==> src/rtl/latch_dump_sequencer.sv <==
// Walks the latch-select code table, captures each returned word from the latch mux
// and streams it MSB-first as bytes over a valid/ready link to the debug UART.
module latch_dump_sequencer #(
  parameter bit         SEND_SOF  = 1'b1,
  parameter logic [7:0] SOF_BYTE  = 8'hA5,
  parameter int         NUM_CODES = 20
) (
  input  logic        clk,
  input  logic        rst,
  input  logic        inStart,
  input  logic [31:0] inData,
  input  logic        inTxReady,
  output logic [6:0]  outControl,
  output logic [7:0]  outTxData,
  output logic        outTxValid,
  output logic        outBusy,
  output logic        outDone
);

  localparam int IDX_W = 5;
  localparam logic [IDX_W-1:0] LAST_IDX = IDX_W'(NUM_CODES - 1);

  typedef enum logic [2:0] {
    stIdle, stSof, stSelect, stWait, stLoad, stSend, stNext, stDone
  } stateT;

  stateT             state, nextState;
  logic [IDX_W-1:0]  index, idxNext;
  logic [31:0]       shiftReg;
  logic [1:0]        byteCnt;
  logic              accept;

  logic [6:0]        ctrlNext;
  logic [7:0]        txDataNext;
  logic              txValidNext, busyNext, doneNext;

  // Code 22 is intentionally absent: that select has no latch behind it.
  function automatic logic [6:0] codeAt(input logic [IDX_W-1:0] i);
    case (i)
      5'd0:    codeAt = 7'h00;
      5'd1:    codeAt = 7'h01;
      5'd2:    codeAt = 7'h10;
      5'd3:    codeAt = 7'h11;
      5'd4:    codeAt = 7'h12;
      5'd5:    codeAt = 7'h13;
      5'd6:    codeAt = 7'h14;
      5'd7:    codeAt = 7'h15;
      5'd8:    codeAt = 7'h20;
      5'd9:    codeAt = 7'h21;
      5'd10:   codeAt = 7'h23;
      5'd11:   codeAt = 7'h24;
      5'd12:   codeAt = 7'h25;
      5'd13:   codeAt = 7'h26;
      5'd14:   codeAt = 7'h30;
      5'd15:   codeAt = 7'h31;
      5'd16:   codeAt = 7'h32;
      5'd17:   codeAt = 7'h33;
      5'd18:   codeAt = 7'h40;
      5'd19:   codeAt = 7'h41;
      default: codeAt = 7'h00;
    endcase
  endfunction

  assign accept = outTxValid && inTxReady;

  // State, index, datapath and registered outputs
  always_ff @(posedge clk or negedge rst) begin
    if (!rst) begin
      state      <= stIdle;
      index      <= '0;
      shiftReg   <= '0;
      byteCnt    <= '0;
      outControl <= 7'h00;
      outTxData  <= 8'h00;
      outTxValid <= 1'b0;
      outBusy    <= 1'b0;
      outDone    <= 1'b0;
    end else begin
      state      <= nextState;
      index      <= idxNext;
      outControl <= ctrlNext;
      outTxData  <= txDataNext;
      outTxValid <= txValidNext;
      outBusy    <= busyNext;
      outDone    <= doneNext;
      if (state == stLoad) begin
        shiftReg <= inData;
        byteCnt  <= 2'd0;
      end else if (state == stSend && accept) begin
        shiftReg <= {shiftReg[23:0], 8'h00};
        byteCnt  <= byteCnt + 2'd1;
      end
    end
  end

  always_comb begin
    nextState = state;
    case (state)
      stIdle:   if (inStart) nextState = SEND_SOF ? stSof : stSelect;
      stSof:    if (accept) nextState = stSelect;
      stSelect: nextState = stWait;
      stWait:   nextState = stLoad;
      stLoad:   nextState = stSend;
      stSend:   if (accept && byteCnt == 2'd3) nextState = stNext;
      stNext:   nextState = (index == LAST_IDX) ? stDone : stSelect;
      stDone:   nextState = stIdle;
      default:  nextState = stIdle;
    endcase
  end

  // Next values of the output registers, keyed on the state being entered
  always_comb begin
    idxNext = index;
    if (state == stIdle || state == stDone)
      idxNext = '0;
    else if (state == stNext && index != LAST_IDX)
      idxNext = index + IDX_W'(1);

    ctrlNext   = outControl;
    txDataNext = outTxData;
    case (nextState)
      stIdle:   ctrlNext = 7'h00;
      stSelect: ctrlNext = codeAt(idxNext);
      stSof:    txDataNext = SOF_BYTE;
      stSend: begin
        if (state == stLoad)
          txDataNext = inData[31:24];
        else if (accept)
          txDataNext = shiftReg[23:16];
      end
      default: ;
    endcase

    txValidNext = (nextState == stSof) || (nextState == stSend);
    busyNext    = (nextState != stIdle);
    doneNext    = (nextState == stDone);
  end

endmodule
==> config.mk <==
export PLATFORM = sky130hd
export DESIGN_NAME = latch_dump_sequencer
export DESIGN_NICKNAME = d
export VERILOG_FILES = /design/src/rtl/latch_dump_sequencer.sv
export SDC_FILE = /design/constraint.sdc
export NUM_CORES = 1
export LEC_CHECK = 0
export ABC_CLOCK_PERIOD_IN_PS = 2300
export CAP_MARGIN = 30
export CORE_MARGIN = 8
export CORE_UTILIZATION = 47
export CTS_CLUSTER_SIZE = 14
export DETAILED_ROUTE_END_ITERATION = 8
export GPL_ROUTABILITY_DRIVEN = 1
export HOLD_SLACK_MARGIN = 0.12
export PLACE_DENSITY = 0.76
export SYNTH_ARGS = -nofsm -noshare
export SYNTH_HDL_FRONTEND = slang
export SYNTH_SLANG_ARGS = --single-unit
==> constraint.sdc <==
create_clock -name clk -period 2.3 [get_ports clk]
set_input_delay 0.46 -clock clk [delete_from_list [all_inputs] [get_ports clk]]
set_output_delay 0.46 -clock clk [all_outputs]
set_load 0.005 [all_outputs]
* Yosys cells after proc, flatten, opt, wreduce, memory -nomap -nowiden
Memory sizes are Yosys's and may differ from the RTL's.
Index checks and enable logic that the tools add are counted.
** Storage, ports and cells
- Flip-flop bits (word level) :: 52
- Bits in latches :: 0
- Memory bits (writable) :: 0
- ROM bits :: 192
- Input bits :: 36
- Output and inout bits :: 18
- Logic and storage cells :: 55
- Memories kept :: 1
** Memories
- (no name shown) :: words 32, bits a word 6, read ports 1, clocked after Yosys merged registers in 0, write ports 0, line 39 : case (i)
** Cells by class
- Add/subtract/negate cells :: 2
- Multiply operators :: 0
- Divide/modulo/power cells :: 0
- Magnitude comparators :: 0
- Eq/ne operators :: 15
- Shifts and indexed selects :: 0
- Multiplexer cells :: 15
- Bitwise logic cells :: 0
- Reductions and logical operators :: 13
** Operator list (number)
- $mux W24 :: 2
- $pmux W3 S8 :: 1
- $eq A3 B3 Y1 const B :: 6
- $mux W8 :: 2
- $pmux W8 S2 :: 1
- $pmux W7 S2 :: 1
- $mux W3 :: 4
- $mux W5 :: 2
- $eq A3 B2 Y1 const B :: 3
- $eq A3 B1 Y1 const B :: 2
- $logic_not A3 Y1 :: 2
- $reduce_bool A2 Y1 :: 3
- $add A5 B1 Y5 const B :: 1
- $eq A5 B5 Y1 const B :: 1
- $ne A5 B5 Y1 const B :: 1
- $logic_and A1 B1 Y1 :: 4
- $mux W2 :: 2
- $ne A3 B3 Y1 const B :: 1
- $reduce_bool A3 Y1 :: 1
- $add A2 B1 Y2 const B :: 1
- $eq A2 B2 Y1 const B :: 1
- $logic_or A1 B1 Y1 :: 2
- $reduce_and A2 Y1 :: 1

* Logic depth before layout (Yosys ltp)
- Word-level depth :: 7
- Mapped depth :: 11
- Mapped depth without buffers :: 11

* Worst setup path before layout
OpenSTA, ideal clock, no wires.
- Path type :: reg-to-reg
- Start :: reg index[0]
- End :: reg outControl[0]
- Library setup time :: 0.095 ns
- Arrival time :: 2.299 ns
- Data required time :: 2.205 ns
- Setup slack :: -0.094 ns
- Cell stages (with the launch flop) :: 12
- Path buffers :: 0
- Clock period less this slack :: 2.394 ns
- Path through :: dfrtp_1 -> ha_1 -> nand4bb_1 -> nand2_1 -> mux2_2 -> nand2_1 -> ha_1 -> inv_1 -> a311oi_1 -> a41oi_1 -> a31oi_1 -> o31ai_1
** On the way
- Cells in the longest elaborated chain, start to end :: 6
- Elaborated cells on any way between the ends :: 13
- Classes of those cells :: add/sub (1); eq/ne (3); mux (5); reduce/logical (3); memory (1)
** Ends and longest elaborated chain
- start: declaration :: line 28 : logic [IDX_W-1:0] index, idxNext;
- start signal: assignment :: line 80 : index <= idxNext;
- parallel branches: the longest is 6 deep, another holds $mem_v2 Z32 W6
- end signal: assignment :: line 81 : outControl <= ctrlNext;
- end: declaration :: line 13 : output logic [6:0] outControl,
Parallel ways; which one is timed is not known. The select of a mux whose other input is x is not followed.
A chain may end at the register's enable or synchronous reset.

* Worst setup path after layout
Same ends and word-level chain as after synthesis.

==> flow_summary.yaml <==
outcome:
  outcome: "completed"
timing:
  fin_ws_ns: 0.09449
  drv_slew: 0
  grt_setup_unrepaired: "false"
  clock.fmax_mhz: 453.4
  finalCritPeriodShare: 0.9589
  hold_violations: 0
  worst-slew-pin-transition_ns: 0.6169
  relSlewSlack: 0.5887
  fin_tns_setup_ns: 0
  setup_violations: 0
  fin_worst_skew_ns: 0.01630
  min_period_ns: 2.206
logic_synthesis:
  synth_edf_count: 0
  synthArstFlopShare: 1.000
  synthDominantCellAreaShare: 0.4607
  ys_ff_latch: 51
  synth-main-ff-cell: "dfrtp_1"
  synth_area_leaders: "dfrtp_1, mux2i_1, nand2_1, mux2_2, o21ai_0"
  synth_commonest_cells: "dfrtp_1, nand2_1, o21ai_0"
  ys_types: 54
  syn_inst: 274
  synth_warnings: 0
  syn_area_per_cell_sq_um: 10.11
  synth_nets: 315
  synth_area_sq_um: 2770
  seq_area_frac_synth: 0.4607
  synth_area_leader_cell: "dfrtp_1"
  yosysMostFrequentCell: "dfrtp_1"
clock_network:
  clk_latency_ns: 0.32
  cts.path.max_buffers: 2
  path_clk_slew_ns: 0.11
  htreeDepth: 2
  numClockSinks: 51
  numCtsBuffers: 5
  cts_tree: "done"
  cts_resized: 0
  cts_hold_buf: 0
  cts-root-buf: "clkbuf_8"
  post_cts_buffers: 0
layout:
  drive_gt1_frac: 0.2017
  nNetsFinal: 387
  areaGrowthSynthToFinish_pct: 32.79
  fin_area_sq_um: 3679
  num_antenna_cells: 0
  fin_util: 0.6325
  layout.cells.non_filler: 422
global_routing:
  antenna_found_initial: 0
  grt_max_degree: 41
  grt_pass1_vias: 2379
  grt_pass1_wl_microns: 11690
  grt_usage: 0.1672
  grt_overflow_total: 0
floorplanning:
  rows: 28
  die_w_microns: 92.77
  start_util: 0.4763
  die_height_microns: 92.77
  coreArea_sq_um: 5816
  io_pins: 54
  dieArea_sq_um: 8606
worst_setup_path:
  cp-start-kind: "flop"
  worstSetupStartpoint: "index[0]$_DFF_PN0_"
  required_ns: 2.49
  critPathSlowestCell: "dfrtp_2"
  path_class: "reg2reg"
  cp-end-kind: "flop"
  path_cells: "ha_4 > and4bb_4 > a21o_1 > a31o_2 > ha_4 > inv_1 > a311oi_1 > a41oi_1 > a31oi_1 > o31ai_1"
  worstReg2RegStart: "index[0]$_DFF_PN0_"
  worst-path-max-fanout: 4
  slowest_delay_ns: 0.43
  cpMostUsedCell: "ha_4"
  arrival_ns: 2.40
  crit_buf_inv: 1
  crit_family: "compound AO/OA/AOI/OAI gates"
routing:
  wl_per_cell_microns: 16.14
  antenna_left: 0
  drc: 0
  drt_iter0_markers: 207
  via_count: 2324
  wirelength_microns: 6813
  post_drt_via_cell_ratio: 5.507
  drtPass1Iterations: 4
power_and_ir_drop:
  powerDensity_nw_per_um2: 1071
  power.leakage_nw: 1.599
  max-vdd-ir-drop_mv: 0.5433
hold_path:
  hp-class: "in2async"
flow_run:
  drv_cap: 0
place:
  port_buffers: 52
  place_ws_ns: 0.007201
  dpl-instance-area_sq_um: 3540
  gp_congestion: 0.9005
  dpl.hpwl_microns: 5217
  place_inst: 414
## placed cells by master, fill, tap and decap left out, types with 4 or more instances in the layout
cell type	netlist	routed
o21ai_0	24	24
clkbuf_8	0	5
nor2_1	10	9
nand3_1	7	7
a21oi_1	8	8
mux2_2	11	11
nor3_1	8	8
a31oi_1	4	4
buf_4	1	26
mux2i_1	18	18
nand2_1	47	45
dfrtp_1	51	49
clkdlybuf4s50_1	0	51
inv_1	5	5
a22o_1	9	9
## where the power goes
group	internal, mW	switching, mW
registers	1.21	0.196
clock network	0.329	0.314
logic	0.967	0.928
## final timing paths
path                                              to  slack [ns]  depth (start not counted)
max                        outControl[0]$_DFFE_PN0P_        0.09                         10
min                         shiftReg[22]$_DFFE_PN0P_        0.15                          1
min reg2reg                 shiftReg[10]$_DFFE_PN0P_        0.49                          2
max reg2reg                outControl[0]$_DFFE_PN0P_        0.09                         10
max in group asynchronous         index[0]$_DFF_PN0_        1.57                          2
min in group clk            shiftReg[10]$_DFFE_PN0P_        0.49                          2
## state kept, by name (all words and copies together) (netlist names)
signal      cells
byteCnt         2
index           5
outBusy         1
outControl      6
outDone         1
outTxData       8
outTxValid      1
shiftReg       24
state           3
## cell families after synthesis
| family | synth area share |
|---|---|
| AND/OR/NAND/NOR | 0.1730 |
| flip-flops | 0.4607 |
| XOR/XNOR | 0.003162 |
| adder cells (fa/ha/maj) | 0.02258 |
| other | 0.001354 |
| buffers and inverters | 0.03659 |
| AO/OA/AOI/OAI | 0.1929 |
| multiplexers | 0.1098 |
## through the flow
step	hold WS (ns)	power [mW]
2_1_floorplan	0.1644	2.616
3_3_place_gp	0.4620	3.242
3_5_place_dp	0.4696	3.294
4_1_cts	0.1623	3.947
5_1_grt	0.1893	4.251
6_report	0.1463	3.941
## worst reg2reg max path, stage by stage (launching register included)
cell      delay (ns)
dfrtp_2         0.43
ha_4            0.17
and4bb_4        0.20
a21o_1          0.17
a31o_2          0.26
ha_4            0.27
inv_1           0.03
a311oi_1        0.21
a41oi_1         0.07
a31oi_1         0.18
o31ai_1         0.10
## layer usage
metal	vias up	track usage	wire, microns
met1	1129	0.2156	3000
met3	6	0.04369	423
li1	1133	-	-
met2	56	0.2698	3315
met5	-	0	0
met4	0	0.04564	74
## final cells by class
class	count	area (sq um)
Clock inverter	2	38.79
Timing Repair Buffer	79	730.7
Fill cell	509	2137
Tap cell	75	93.84
Sequential cell	51	1279
Inverter	8	30.03
Multi-Input combinational cell	201	1434
Clock buffer	6	72.57
No activity file was read; power rests on OpenSTA's default activity.
